File: src/rtl/nn_ctrl_pkg.sv
// Shared types and helpers for the layer sequencer: FSM states, mode encodings
// and the mode/layer to pass-length mapping.
package nn_ctrl_pkg;

  typedef enum logic [1:0] {
    IDLE = 2'b00,
    RUN  = 2'b01,
    DONE = 2'b10
  } state_e;

  localparam logic [1:0] MODE_A0    = 2'b00;
  localparam logic [1:0] MODE_A1    = 2'b01;
  localparam logic [1:0] MODE_B     = 2'b10;
  localparam logic [1:0] MODE_CHAIN = 2'b11;

  // Mode 3 runs LEN_A on layer 0 and LEN_B on layer 1.
  function automatic int pass_len(input logic [1:0] mode,
                                  input logic       layer,
                                  input int         len_a,
                                  input int         len_b);
    if (mode == MODE_B || (mode == MODE_CHAIN && layer)) begin
      return len_b;
    end
    return len_a;
  endfunction

endpackage

File: src/rtl/nn_index_counter.sv
// Up-counter that wraps to 0 when it is advanced while sitting on its terminal
// value; clear has priority over enable.
module nn_index_counter #(
  parameter int INDEX_WIDTH = 8
) (
  input  logic                   clk,
  input  logic                   rst,
  input  logic                   clear_i,
  input  logic                   enable_i,
  input  logic [INDEX_WIDTH-1:0] terminal_i,
  output logic [INDEX_WIDTH-1:0] count_o,
  output logic                   is_terminal_o
);

  logic [INDEX_WIDTH-1:0] count_q, count_d;

  assign is_terminal_o = (count_q == terminal_i);
  assign count_o       = count_q;

  always_comb begin
    count_d = count_q;
    if (clear_i) begin
      count_d = '0;
    end else if (enable_i) begin
      count_d = is_terminal_o ? '0 : count_q + 1'b1;
    end
  end

  always_ff @(posedge clk) begin
    if (rst) begin
      count_q <= '0;
    end else begin
      count_q <= count_d;
    end
  end

endmodule

File: src/rtl/nn_layer_sequencer.sv
// Sequences neuron/weight indices for one or two chained layer passes, with a
// downstream hold, per-layer last flag and a one-cycle done pulse.
//
// state | meaning
// IDLE  | waiting for start_signal, ready_signal=1
// RUN   | presenting index/layer, advancing when hold_signal=0
// DONE  | one-cycle done_signal pulse, then IDLE
module nn_layer_sequencer
  import nn_ctrl_pkg::*;
#(
  parameter int INDEX_WIDTH = 8,
  parameter int LEN_A       = 62,
  parameter int LEN_B       = 20
) (
  input  logic                   clk,
  input  logic                   rst,
  input  logic                   start_signal,
  input  logic [1:0]             ctrl_data,
  input  logic                   hold_signal,
  output logic                   ready_signal,
  output logic                   busy_signal,
  output logic                   valid_signal,
  output logic [INDEX_WIDTH-1:0] index,
  output logic                   layer,
  output logic                   layer_last_signal,
  output logic                   done_signal
);

  if (LEN_A < 1 || LEN_B < 1 ||
      LEN_A > (1 << INDEX_WIDTH) || LEN_B > (1 << INDEX_WIDTH)) begin : g_bad_params
    $error("nn_layer_sequencer: LEN_A/LEN_B must be in 1..2**INDEX_WIDTH");
  end

  state_e     state_q, state_d;
  logic [1:0] mode_q, mode_d;
  logic       layer_q, layer_d;

  logic                   cnt_clear;
  logic                   cnt_enable;
  logic                   cnt_terminal;
  logic [INDEX_WIDTH-1:0] terminal_value;
  logic [INDEX_WIDTH-1:0] count;

  assign terminal_value = INDEX_WIDTH'(pass_len(mode_q, layer_q, LEN_A, LEN_B) - 1);

  nn_index_counter #(
    .INDEX_WIDTH(INDEX_WIDTH)
  ) u_counter (
    .clk          (clk),
    .rst          (rst),
    .clear_i      (cnt_clear),
    .enable_i     (cnt_enable),
    .terminal_i   (terminal_value),
    .count_o      (count),
    .is_terminal_o(cnt_terminal)
  );

  // Start wins over everything except reset, so a start in RUN or DONE restarts.
  always_comb begin
    state_d    = state_q;
    mode_d     = mode_q;
    layer_d    = layer_q;
    cnt_clear  = 1'b0;
    cnt_enable = 1'b0;
    if (start_signal) begin
      state_d   = RUN;
      mode_d    = ctrl_data;
      layer_d   = 1'b0;
      cnt_clear = 1'b1;
    end else begin
      case (state_q)
        IDLE: state_d = IDLE;
        RUN: begin
          if (!hold_signal) begin
            cnt_enable = 1'b1;
            if (cnt_terminal) begin
              if (mode_q == MODE_CHAIN && !layer_q) begin
                layer_d = 1'b1;
              end else begin
                state_d = DONE;
              end
            end
          end
        end
        DONE:    state_d = IDLE;
        default: state_d = IDLE;
      endcase
    end
  end

  always_ff @(posedge clk) begin
    if (rst) begin
      state_q <= IDLE;
      mode_q  <= MODE_A0;
      layer_q <= 1'b0;
    end else begin
      state_q <= state_d;
      mode_q  <= mode_d;
      layer_q <= layer_d;
    end
  end

  assign ready_signal      = (state_q == IDLE);
  assign busy_signal       = (state_q == RUN);
  assign valid_signal      = (state_q == RUN);
  assign index             = count;
  assign layer             = layer_q;
  assign layer_last_signal = (state_q == RUN) && cnt_terminal;
  assign done_signal       = (state_q == DONE);

endmodule

File: config.mk
export PLATFORM = sky130hd
export DESIGN_NAME = nn_layer_sequencer
export DESIGN_NICKNAME = d
export VERILOG_FILES = /design/src/rtl/nn_ctrl_pkg.sv /design/src/rtl/nn_index_counter.sv /design/src/rtl/nn_layer_sequencer.sv
export SDC_FILE = /design/constraint.sdc
export NUM_CORES = 1
export LEC_CHECK = 0
export CAP_MARGIN = 20
export CORE_MARGIN = 10
export CORE_UTILIZATION = 45
export DETAILED_ROUTE_END_ITERATION = 10
export PLACE_DENSITY = 0.86
export SYNTH_ARGS = -nofsm -noshare
export SYNTH_HDL_FRONTEND = slang
export SYNTH_SLANG_ARGS = --single-unit
File: constraint.sdc
create_clock -name clk -period 1.7 [get_ports clk]
set_input_delay 0.425 -clock clk [delete_from_list [all_inputs] [get_ports clk]]
set_output_delay 0.425 -clock clk [all_outputs]
set_load 0.02 [all_outputs]
* Yosys cells after proc, flatten, opt, wreduce, memory -nomap -nowiden
Index checks and enable logic that the tools add are counted.
** Storage, ports and cells
- ROM bits :: 0
- Bits of input ports :: 6
- Output and inout port bits :: 14
- Register bits :: 13
- Bits in writable memories :: 0
- Bits in latches :: 0
- Memories :: 0
** Cells by class
- Divide/modulo/power cells :: 0
- Shift operators :: 0
- Equality and inequality tests :: 8
- Magnitude comparators :: 0
- Reductions and logical operators :: 12
- Multiply operators :: 0
- Mux-type cells :: 13
- Bitwise gates (word level) :: 3
- Add/subtract/negate cells :: 2
** Operator list (count)
- $mux 8 :: 2
- $mux 1 :: 10
- $add 8x1->8 const B :: 1
- $eq 8x8->1 :: 1
- $sub 8x2->8 const B :: 1
- $eq 2x2->1 const B :: 3
- $ne 3x3->1 const B :: 2
- $reduce_and 3->1 :: 2
- $mux 5 :: 1
- $reduce_and 4->1 :: 1
- $reduce_or 2->1 :: 2
- $logic_and 1x1->1 :: 3
- $ne 3x2->1 const B :: 1
- $not 1->1 :: 3
- $reduce_or 3->1 :: 1
- $eq 2x1->1 const B :: 1
- $logic_not 2->1 :: 1
- $logic_not 1->1 :: 1
- $logic_or 1x1->1 :: 1

* Logic depth before layout (Yosys ltp)
- Depth after elaboration :: 11
- Mapped depth :: 5
- Gate-level depth less buffers :: 4

* Modules after synthesis
Synthesis repeated with hierarchy kept, for this count alone.
** Second synthesis, totals
- Cells, all modules :: 79
- Area total of the unflattened synthesis :: 713.2 µm²
** By module, submodules not included
- nn_index_counter :: area an instance 447.9 µm², sequential area each 160.2 µm², cells an instance 49, instances 1
- nn_layer_sequencer :: area an instance 265.3 µm², sequential area each 100.1 µm², cells an instance 30, instances 1

* Worst setup path after synthesis
OpenSTA, ideal clock, no wires.
- Path type :: flip-flop to output port
- Start point :: register u_counter.count_q[1] (netlist: u_counter.count_o[1])
- End point :: output port layer_last_signal
- Buffers on the path :: 1
- Path slack :: -134 ps
- Cell stages (with the launch flop) :: 6
- Data arrival time :: 1409 ps
- Data required time :: 1275 ps
- Cells stage by stage :: dfxtp_1 -> nor4b_1 -> nand3_1 -> a21oi_1 -> buf_2 -> and2_1
** On the way
- Word-level cells in the longest chain between the ends :: 2
** RTL lines
- start: declaration :: RTL line nn_index_counter.sv:15 : logic [INDEX_WIDTH-1:0] count_q, count_d;
- start signal: assignment :: RTL line nn_index_counter.sv:33 : count_q <= count_d;
- $eq 8x8->1 :: RTL line nn_index_counter.sv:17 : assign is_terminal_o = (count_q == terminal_i);
- $logic_and 1x1->1 :: RTL line nn_layer_sequencer.sv:108 : assign layer_last_signal = (state_q == RUN) && cnt_terminal;
- end: declaration :: RTL line nn_layer_sequencer.sv:25 : output logic layer_last_signal,
No other way between the ends.

* Final worst setup path
- Start point :: register u_counter.count_q[5] (netlist: u_counter.count_o[5])
- End point :: output port layer_last_signal
The elaborated chain is that of the path after synthesis.

==> flow_metrics.env <==
export IMPL_final_setup_skew_ps=13.6
export IMPL_placement_io_buffers=19
export IMPL_cp_arrival_ps=1550
export IMPL_synth_seq_cells=13
export IMPL_track_usage_pct=12.8
export IMPL_die_x_um=59.8
export IMPL_hold_viol=0
export IMPL_design_area_um2=1140
export IMPL_antenna_found_initial=0
export IMPL_period_share_pct=116
export IMPL_async_flop_share_pct=0
export IMPL_busiest_layer="met2"
export IMPL_place_ws_ps=-314
export IMPL_netlist_area_um2=714
export IMPL_crit_type="flop to output port"
export IMPL_min_path_type="flop to flop"
export IMPL_drive_above_1_share_pct=39.7
export IMPL_grt_pass1_vias=736
export IMPL_critPathMaxFanout=3
export IMPL_drc=0
export IMPL_grt_pass1_wl_um=3510
export IMPL_status="complete, but fails checks"
export IMPL_worstMarginPinSlew_ps=267
export IMPL_drv_slew=0
export IMPL_cap_violations=0
export IMPL_ys_seq_area_share_pct=36.4
export IMPL_placed_area_um2=1070
export IMPL_start_util_pct=47.4
export IMPL_critPathCaptureType="output port"
export IMPL_ir_worst_vdd_mv=0.489
export IMPL_gp_congestion=0.793
export IMPL_slew_headroom_pct=82.1
export IMPL_clockRootBuffer="clkbuf_4"
export IMPL_cts_sink_count=13
export IMPL_fmax_mhz=506
export IMPL_cts_tree="built"
export IMPL_failed_checks="negative setup slack"
export IMPL_numCtsBuffers=3
export IMPL_syn_nets=83
export IMPL_ys_flop_type="dfxtp_1"
export IMPL_place_inst=126
export IMPL_cts_buffer_depth=2
export IMPL_final_min_clock_period_ps=1980
export IMPL_routedWlPerCell_um=18.4
export IMPL_synth_edf_count=0
export IMPL_p_per_area_nw_per_um2=538
export IMPL_met3_usage_pct=2.97
export IMPL_cts_htree_levels=1
export IMPL_n_antenna_cell=0
export IMPL_worst_skew_pair_late_latency_ps=290
export IMPL_nets=124
export IMPL_first_pass_iters=4
export IMPL_num_rows=14
export IMPL_ys_warn_count=0
export IMPL_grt_use_met2_pct=21.2
export IMPL_crit_path_start_kind="flop"
export IMPL_rsz0062_at_grt="true"
export IMPL_cp_required_ps=1270
export IMPL_grt_max_degree=11
export IMPL_syn_area_per_cell_um2=9.40
export IMPL_grt_overflow_total=0
export IMPL_drt_initial_drc_count=37
export IMPL_finalWirelength_um=2430
export IMPL_final_setup_worst_slack_ps=-276
export IMPL_boundaryPins=20
export IMPL_coreArea_um2=1510
export IMPL_syn_inst=76
export IMPL_use_met1_pct=13.5
export IMPL_area_delta_synth_final_pct=59.4
export IMPL_leakagePower_nw=0.494
export IMPL_cts_reportedPaths_clkPinSlew_ps=90
export IMPL_ys_types=34
export IMPL_hpwl_um=1620
export IMPL_antenna_left=0
export IMPL_setup_viol=1
export IMPL_viasPerCell=5.73
export IMPL_die_height_um=59.8
export IMPL_final_cell_count_no_fill=132
export IMPL_dieArea_um2=3580
export IMPL_vias=756
## critical path, cell delays in order (launching register included)
cell and delay (ps):
dfxtp_2 350, nor4b_2 320, nand3_1 140, a21oi_2 180
and2_4 160, buf_6 110
## metal layers
layer / up-vias / routed length, µm
met1: 358 / 931
met3: 13 / 144
met5: - / 0
li1: 353 / -
met2: 32 / 1210
met4: 0 / 141
## power breakdown
group	switching (mW)	internal (mW)	leakage [nW]	total, mW
logic	0.0482	0.0504	0.371	0.0985
registers	0.00525	0.308	0.108	0.313
clock network	0.110	0.0913	0.0150	0.201
total	0.163	0.450	0.494	0.613
## final timing paths
check                                          start                    to  slack, ps  cells after the start
worst min register to register                 layer                 layer        610                      2
worst max register to register            state_q[1]  u_counter.count_o[3]        120                      6
worst min-delay path                           layer                 layer        610                      2
worst max-delay path            u_counter.count_o[5]     layer_last_signal       -280                      5
## cell usage in the layout, fill, tap and decap left out, types with 2 or more instances in the layout
cell,n
clkbuf_4,3
nor2_1,8
mux2i_1,2
buf_6,2
a211oi_2,3
clkdlybuf4s15_1,3
a211oi_1,4
nand3_1,4
xor2_1,4
dfxtp_2,3
xnor2_1,3
nor4_2,2
and3_1,2
nand2_1,3
dlygate4sd2_1,10
nand4_1,3
dfxtp_1,9
and2b_2,2
buf_4,21
clkdlybuf4s50_1,4
## synthesized netlist by cell type, types with 2 or more instances
cell type / count / area share, %
nand2_1: 3 / 1.6
mux2i_1: 2 / 2.8
nand4_1: 3 / 2.6
and2b_2: 2 / 2.5
xnor2_1: 3 / 3.7
nor4_2: 2 / 3.5
nor2_1: 8 / 4.2
dfxtp_1: 13 / 36
buf_2: 2 / 1.4
a211oi_1: 5 / 5.3
xor2_1: 4 / 4.9
and3_1: 2 / 1.8
clkbuf_1: 2 / 1.1
nand3_1: 4 / 2.8
a211oi_2: 2 / 3.5
## registers in the layout (all words and copies together), names as in the netlist
signal,count
u_counter.count_o,8
mode_q,2
state_q,2
layer,1
## area by class of cell
cell class | count | area [µm²]
repair buffers | 42 | 370
multi-input cells | 57 | 454
clock buffers | 4 | 26.3
flip-flops and latches | 13 | 268
fillers | 93 | 368
well taps | 16 | 20.0
## kinds of logic after synthesis
group / after synthesis / synth area share, %
flops: 13 / 36.4
mux: 2 / 2.80
fa+ha+maj: 1 / 1.75
simple gates: 35 / 31.9
buf+inv: 6 / 5.08
compound gates: 12 / 13.5
xor+xnor: 7 / 8.58
## what timing repair did
action / in CTS / in global routing
endpoints found under the setup margin: 16 / 8
setup buffers: 0 / 2
pin swaps: 1 / 8
hold buffers: 0 / 0
resized for setup: 21 / 10
gates cloned: 0 / 0
## stage by stage
step,TNS [ps],utilization (%),power [mW],hold slack (ps)
after CTS,-140,72.3,0.607,598
after detailed placement,-2130,71.1,0.414,569
after global placement,-1940,71.1,0.412,562
final,-276,75.6,0.613,606
after floorplan,0,-,0.366,484
after global routing,-346,75.6,0.636,647
Power figures use the tool's default switching activity.
